## config.mk

```make
export PLATFORM = sky130hd
export DESIGN_NAME = system_out_port_n
export DESIGN_NICKNAME = d
export VERILOG_FILES = /design/src/rtl/system_out_port_n.sv
export SDC_FILE = /design/constraint.sdc
export NUM_CORES = 1
export LEC_CHECK = 0
export ABC_CLOCK_PERIOD_IN_PS = 3700
export CAP_MARGIN = 20
export CORE_UTILIZATION = 59
export CTS_BUF_LIST = sky130_fd_sc_hd__clkbuf_4 sky130_fd_sc_hd__clkbuf_8
export CTS_CLUSTER_SIZE = 40
export DETAILED_ROUTE_END_ITERATION = 8
export PLACE_DENSITY = 0.81
export SYNTH_ARGS = -nofsm -noshare
export SYNTH_HDL_FRONTEND = slang
export SYNTH_SLANG_ARGS = --single-unit
```

## constraint.sdc

```tcl
create_clock -name system1000 -period 3.7 [get_ports system1000]
set_clock_uncertainty 0.1 [all_clocks]
set_input_delay 0.74 -clock system1000 [delete_from_list [all_inputs] [get_ports system1000]]
set_output_delay 0.74 -clock system1000 [all_outputs]
set_load 0.005 [all_outputs]
```

## src/rtl/system_out_port_n.sv

```systemverilog
// system_out_port_n: decodes writeback register writes aimed at N memory-mapped
// output registers and queues each hit into a per-channel show-ahead FIFO that
// drains to an external sink over valid/ready. A full target FIFO either stalls
// the processor or drops the write and raises a sticky overflow flag.
module system_out_port_n #(
    parameter int N        = 2,
    parameter int BASE     = 4,
    parameter int REGW     = 5,
    parameter int DW       = 16,
    parameter int DEPTH    = 4,
    parameter int STALL_EN = 1
) (
    input  logic            system1000,
    input  logic            system1000_rst,
    input  logic [REGW-1:0] bufLast_i,
    input  logic [REGW-1:0] toReg_i,
    input  logic [1:0]      ldCode_i,
    input  logic [DW-1:0]   wrData_i,
    output logic [N-1:0]    oEn_o,
    output logic            stall_o,
    output logic [N*DW-1:0] out_data_o,
    output logic [N-1:0]    out_valid_o,
    input  logic [N-1:0]    out_ready_i,
    output logic [N-1:0]    overflow_o
);

    localparam int AW = $clog2(DEPTH);
    localparam int CW = AW + 1;
    localparam bit STALL = (STALL_EN != 0);

    logic [N-1:0]    hit_b;
    logic [N-1:0]    hit_t;
    logic [N-1:0]    sel_oh;
    logic [N-1:0]    full;
    logic [N-1:0]    pop;
    logic [N-1:0]    push_vec;
    logic [N-1:0]    drop_vec;
    logic            any_sel;
    logic            space;
    logic            push_ok;
    logic            blocked;

    logic [CW-1:0]   count  [N];
    logic [AW-1:0]   wr_ptr [N];
    logic [AW-1:0]   rd_ptr [N];
    logic [DW-1:0]   hold   [N];
    logic [DW-1:0]   mem    [N][DEPTH];

    // Address decode; indices that do not fit in REGW bits can never match.
    always_comb begin
        hit_b = '0;
        hit_t = '0;
        for (int c = 0; c < N; c++) begin
            if (BASE + c < (1 << REGW)) begin
                hit_b[c] = (bufLast_i == REGW'(BASE + c));
                hit_t[c] = (toReg_i == REGW'(BASE + c)) & ldCode_i[0];
            end
        end
    end

    assign oEn_o = hit_b | hit_t;

    // Buffered writeback wins; each hit vector is at most one-hot.
    assign sel_oh  = (|hit_b) ? hit_b : hit_t;
    assign any_sel = |sel_oh;

    // FIFO status per channel.
    always_comb begin
        full = '0;
        pop  = '0;
        for (int c = 0; c < N; c++) begin
            full[c] = (count[c] == CW'(DEPTH));
            pop[c]  = (count[c] != '0) & out_ready_i[c];
        end
    end

    // A full channel still accepts a push when it pops in the same cycle.
    assign space    = |(sel_oh & (~full | pop));
    assign push_ok  = any_sel & space & ~system1000_rst;
    assign blocked  = any_sel & ~space & ~system1000_rst;
    assign stall_o  = STALL & blocked;
    assign push_vec = sel_oh & {N{push_ok}};
    assign drop_vec = sel_oh & {N{blocked & ~STALL}};

    // Head-of-FIFO view; an empty channel keeps presenting the last popped word.
    always_comb begin
        out_valid_o = '0;
        out_data_o  = '0;
        for (int c = 0; c < N; c++) begin
            out_valid_o[c] = (count[c] != '0);
            out_data_o[c*DW +: DW] = (count[c] != '0) ? mem[c][rd_ptr[c]] : hold[c];
        end
    end

    // Storage array; contents need no reset since count gates visibility.
    always_ff @(posedge system1000) begin
        for (int c = 0; c < N; c++) begin
            if (push_vec[c]) begin
                mem[c][wr_ptr[c]] <= wrData_i;
            end
        end
    end

    // Pointer, count, hold-register and overflow bookkeeping.
    always_ff @(posedge system1000) begin
        if (system1000_rst) begin
            for (int c = 0; c < N; c++) begin
                count[c]  <= '0;
                wr_ptr[c] <= '0;
                rd_ptr[c] <= '0;
                hold[c]   <= '0;
            end
            overflow_o <= '0;
        end else begin
            for (int c = 0; c < N; c++) begin
                if (push_vec[c]) begin
                    wr_ptr[c] <= wr_ptr[c] + 1'b1;
                end
                if (pop[c]) begin
                    hold[c]   <= mem[c][rd_ptr[c]];
                    rd_ptr[c] <= rd_ptr[c] + 1'b1;
                end
                case ({push_vec[c], pop[c]})
                    2'b10:   count[c] <= count[c] + 1'b1;
                    2'b01:   count[c] <= count[c] - 1'b1;
                    default: count[c] <= count[c];
                endcase
                if (drop_vec[c]) begin
                    overflow_o[c] <= 1'b1;
                end
            end
        end
    end

endmodule
```

# Yosys cells after proc, flatten, opt, wreduce, memory -nomap -nowiden
# Memories as Yosys holds them, arrays and structs flattened.
# Cells that the tools add are included.
# Widths: inputs -> output; s select.
[word_totals] mem_count=5 word_cells=132 output_inout_bits=39 mem_bits_rw=174 input_bits=32 reg_bits=0
[op_classes] add_sub_neg=8 bitwise_logic=31 reduce_logical=10 n_mux=62 eq_ne=10 magnitude_cmp=6
[mem_list] memory="mem" words=2 word_bits=64 rd=2 rd_clocked_by_memory_dff=0 wr=1 line_no="47" source="logic [DW-1:0] mem [N][DEPTH];"
[mem_list] memory="hold" words=2 word_bits=16 rd=2 rd_clocked_by_memory_dff=0 wr=2 line_no="46" source="logic [DW-1:0] hold [N];"
[mem_list] memory="count" words=2 word_bits=3 rd=2 rd_clocked_by_memory_dff=0 wr=2 line_no="43" source="logic [CW-1:0] count [N];"
[mem_list] memory="rd_ptr" words=2 word_bits=2 rd=2 rd_clocked_by_memory_dff=0 wr=2 line_no="45" source="logic [AW-1:0] rd_ptr [N];"
[mem_list] memory="wr_ptr" words=2 word_bits=2 rd=2 rd_clocked_by_memory_dff=0 wr=2 line_no="44" source="logic [AW-1:0] wr_ptr [N];"
[ops] operator="$mux 64" n=4
[ops] operator="$mux 16" n=10
[ops] operator="$bmux 16 s2" n=2
[ops] operator="$demux 16 s2" n=2
[ops] operator="$reduce_or 64->1" n=1
[ops] operator="$mux 1" n=33
[ops] operator="$eq 5x3->1 const B" n=4
[ops] operator="$mux 3" n=6
[ops] operator="$ge 3x3->1 const B" n=4
[ops] operator="$not 2->3" n=4
[ops] operator="$or 1x1->1" n=12
[ops] operator="$mux 2" n=5
[ops] operator="$reduce_or 2->1" n=5
[ops] operator="$add 2x1->2 const B" n=4
[ops] operator="$and 1x1->1" n=8
[ops] operator="$add 3x1->3 const B" n=2
[ops] operator="$eq 3x3->1 const B" n=2
[ops] operator="$lt 3x1->1 const B" n=2
[ops] operator="$reduce_bool 3->1" n=2
[ops] operator="$sub 3x1->3 const B" n=2
[ops] operator="$and 2x2->2" n=2
[ops] operator="$eq 2x1->1 const B" n=2
[ops] operator="$eq 2x2->1 const B" n=2
[ops] operator="$or 2x2->2" n=2
[ops] operator="3 further kinds" n=5

# Longest topological paths before layout
# Gate-level depths: netlist of the first run.
# An unclocked memory read counts as a cell.
[depth] depth_word=16 mapped_depth=12 depth_no_buf=12

# Least setup slack after synthesis of the first run
# No wires, ideal clock.
[synth_timing] path_kind="input -> register" start="in system1000_rst" end="mem mem[0][16] in the netlist's numbering (enable)" n_path_buf=2 arrival_time_ns=3.005 required_ns=3.187 path_stages=5 path_slack_ns=0.182 setup_time_ns=0.413 path_cell_list="buf_6 > or4_1 > o22a_2 > buf_6 > nor3b_1"
[synth_between] elab_chain_cells=7 word_cells_on_any_way=10 classes_between="6 x mux; 3 x bitwise; 1 x reduce/logical"
[synth_lines] element="start, declared" line_no="14" source="input logic system1000_rst,"
[synth_lines] element="$not 1->1 (*)" line_no="79" source="assign push_ok = any_sel & space & ~system1000_rst;"
[synth_lines] element="$and 1x1->1 (*)" line_no="79"
[synth_lines] element="$and 2x2->2 (*)" line_no="82" source="assign push_vec = sel_oh & {N{push_ok}};"
[synth_lines] element="$mux 1" line_no="98" source="if (push_vec[c]) begin"
[synth_lines] element="$mux 64 (implied by the code)" line_no="99" source="mem[c][wr_ptr[c]] <= wrData_i;"
[synth_lines] element="$reduce_or 64->1 (no line)"
[synth_lines] element="$mux 1 (no line) or $mux 64 (tied branches)"
[synth_lines] element="end, declared" line_no="47"
# Every way passes the cells marked *; elsewhere a longest branch is shown, timed or not.

# Worst setup path in the final report of the first run
[layout_timing] start="in out_ready_i[0]" end="out stall_o"
[layout_between] elab_chain_cells=7
[layout_lines] element="start, declared" line_no="23" source="input logic [N-1:0] out_ready_i,"
[layout_lines] element="$and 1x1->1" line_no="73" source="pop[c] = (count[c] != '0) & out_ready_i[c];"
[layout_lines] element="$or 2x2->2" line_no="78" source="assign space = |(sel_oh & (~full | pop));"
[layout_lines] element="$and 2x2->2" line_no="78"
[layout_lines] element="$reduce_or 2->1" line_no="78"
[layout_lines] element="$not 1->1" line_no="80" source="assign blocked = any_sel & ~space & ~system1000_rst;"
[layout_lines] element="$and 1x1->1 (2 in a row)" line_no="80"
[layout_lines] element="end, declared" line_no="20" source="output logic stall_o,"
# No other way between the ends.

==> results.cfg, run 1 <==
[clock_network]
cts_resized = 0
cts.sinks = 174
cts_hold_buf = 0
clk_pin_slew_worst_paths_ns = 0.08
htree_levels = 4
root_buffer = clkbuf_8
clock_latency_ns = 0.43
cts_buffers = 17
cts_tree = built
postCtsSetupBuffers = 0
cts.path.max_buffers = 2

[timing]
min_period_ns = 3.61
tns_ns = 0
maxSlewHeadroom_pct = 48.5
setup_ws_ns = 0.0887
finalHoldViolCount = 0
hold_ws_ns = 0.509
rsz0062_at_grt = no
tightest_slew_ns = 0.771
final-max-slew-violation-count = 0
fmax_mhz = 277
final.period_utilization_pct = 97.6
setup_viol_count_final = 0

[floorplanning]
dieHeight_um = 114
die_x_um = 114
rows = 40
core_area_um2 = 12100
ios = 71
dieArea_um2 = 12900
initial_core_util_pct = 60.9

[layout]
areaGrowthSynthToFinish_pct = 18.0
num-nets-final = 530
fillers = 736
layout_commonest_cell = edfxtp_1
final_util_pct = 71.8
layout_common_cells = edfxtp_1, clkdlybuf4s50_1, and2_1, mux4_2, mux2_2
diodes = 0
drive_gt1_share_pct = 26.1

[setup_path]
crit_chain = clkdlybuf4s50_1 -> or4b_1 -> o211ai_1 -> o311ai_1 -> a21oi_1 -> clkdlybuf4s50_1
cpMostUsedCell = clkdlybuf4s50_1
cp.arrival_ns = 2.77
cp_max_fo = 2
slowest_delay_ns = 0.53
critPathKind = in -> out
cp_data_required_time_ns = 2.86
endpoint_kind = output port
cp_num_buf_inv = 2
startpoint_type = input port
crit_family = buffers and inverters
cpMaxStageDelayCell = or4b_1
rrSetupSlack_ns = 0.75

[status]
status = complete, no violations

[synth]
netlist_area_um2 = 7350
synth_edf_count = 174
syn_inst = 394
ys_seq_area_share_pct = 71.1
synth_ff_type = edfxtp_1
synth_seq_cells = 174
synthArstFlopShare_pct = 0
ys.warnings.count = 0
avgSynthCellArea_um2 = 18.6
synth.distinct_cells = 41

[hold_path]
hp-class = reg -> reg

[drt]
routed_wl_um = 12700
dr_wl_met3_um = 800
wl_met1_um = 5260
routed_via_density = 5.60
drc_errors = 0
antenna_left = 0
routed.top_layer = met4
first_pass_iters = 4
drtIter0Drc = 250
wl_per_cell_um = 19.1
vias = 3713
wl_met2_um = 6520

[power_and_ir_drop]
irDropWorstVdd_mv = 0.349
p_per_area_nw_per_um2 = 482
leakage_nw = 2.92

[placed_design]
port_buffers = 67
dp_slack_ns = 0.0286
gp_congestion = 0.758
post-dp-hpwl_um = 8380

[global_route]
grt_max_degree = 19
grt_pass1_wl_um = 19700
antenna_found_initial = 0
track_usage_pct = 21.1
grt-ovfl-total = 0
grt_pass1_vias = 3645

[run]
cap_violations = 0
## registers in the layout (all words and copies together) (netlist names)
name,flops
wr_ptr,4
hold,32
mem,128
count,6
rd_ptr,4
## power by group
group / leakage, nW / internal, W / switching [W] / total, W
registers: 1.64 / 0.00226 / 0.0000386 / 0.00230
logic: 1.11 / 0.000422 / 0.000294 / 0.000716
clock network: 0.176 / 0.000536 / 0.000625 / 0.00116
## final cells by class
type,instances,area (um2),share of cell area (%)
Clock buffer,19,249,2.87
Clock inverter,13,96.3,1.11
Inverter,12,45.0,0.520
Multi-Input combinational cell,190,2020,23.3
Sequential cell,174,5230,60.3
Tap cell,168,210,2.43
Timing Repair Buffer,87,821,9.47
## metrics by stage
step,total power [W],area (um2),cells
final,0.00417,8670,663
after global routing,0.00434,8670,663
after CTS,0.00421,8670,663
after detailed placement,0.00306,8320,631
after global placement,0.00304,8320,631
after floorplan,0.00273,7350,395
## cells by family (layout without fill, tap and decap cells)
logic type                 after synthesis  in the layout  synth area share (%)
buffers and inverters                   31            131                  2.03
other                                    1              2                0.0510
xor gates and xnor gates                 4              4                 0.477
muxes                                   64             64                  14.7
and+or+nand+nor                         82             82                  6.85
adders and majority gates               16             16                  2.83
DFF                                    174            174                  71.1
AOI/OAI and AO/OA                       22             22                  1.92
## cell usage after synthesis (2+ instances only)
| cell | number | area share (%) |
|---|---|---|
| a21oi_1 | 6 | 0.41 |
| buf_2 | 8 | 0.55 |
| a21boi_0 | 2 | 0.20 |
| nor2_1 | 18 | 0.92 |
| ha_1 | 15 | 2.6 |
| edfxtp_1 | 174 | 71 |
| buf_6 | 2 | 0.31 |
| nor3b_1 | 8 | 0.82 |
| clkbuf_1 | 3 | 0.15 |
| xnor2_1 | 3 | 0.36 |
| and2_1 | 33 | 2.8 |
| mux2_2 | 32 | 4.9 |
| buf_4 | 2 | 0.20 |
| a21o_2 | 2 | 0.24 |
| o21ai_0 | 6 | 0.41 |
| nand2_1 | 5 | 0.26 |
| buf_1 | 4 | 0.20 |
| mux4_2 | 32 | 9.8 |
| and2b_2 | 2 | 0.24 |
| inv_1 | 12 | 0.61 |
| nand4b_1 | 2 | 0.24 |
| or2_2 | 3 | 0.26 |
| nand3_1 | 2 | 0.14 |
## metal layers
| layer | vias to the layer above | track usage [%] |
|---|---|---|
| li1 | 1708 | - |
| met1 | 1874 | 28.6 |
| met4 | 0 | 7.98 |
| met3 | 6 | 3.83 |
| met2 | 125 | 34.7 |
| met5 | - | 0 |
## worst register-to-register path, cell delays in order, from the launching register on
cell	delay (ns)
edfxtp_1	0.43
or4b_1	0.58
o211ai_1	0.24
o22a_2	0.23
or2_2	0.12
ha_1	0.15
nand2_1	0.10
fa_1	0.40
xor2_1	0.17
xnor2_1	0.13
nor2_1	0.05
## worst paths after layout
check / startpoint / end / cells after the start
setup / recovery: out_ready_i[0] / stall_o / 6
hold / removal: count[1][0] / count[1][0] / 1
hold reg to reg: count[1][0] / count[1][0] / 1
setup reg to reg: count[0][0] / count[0][2] / 10
No activity file was read; power rests on OpenSTA's default activity.
==> run 2: changes to the inputs <==
CTS_CLUSTER_DIAMETER = 200   (was not set)
==> results of run 2 <==
The final DEF is identical to that of run 1; final timing and power are the same.
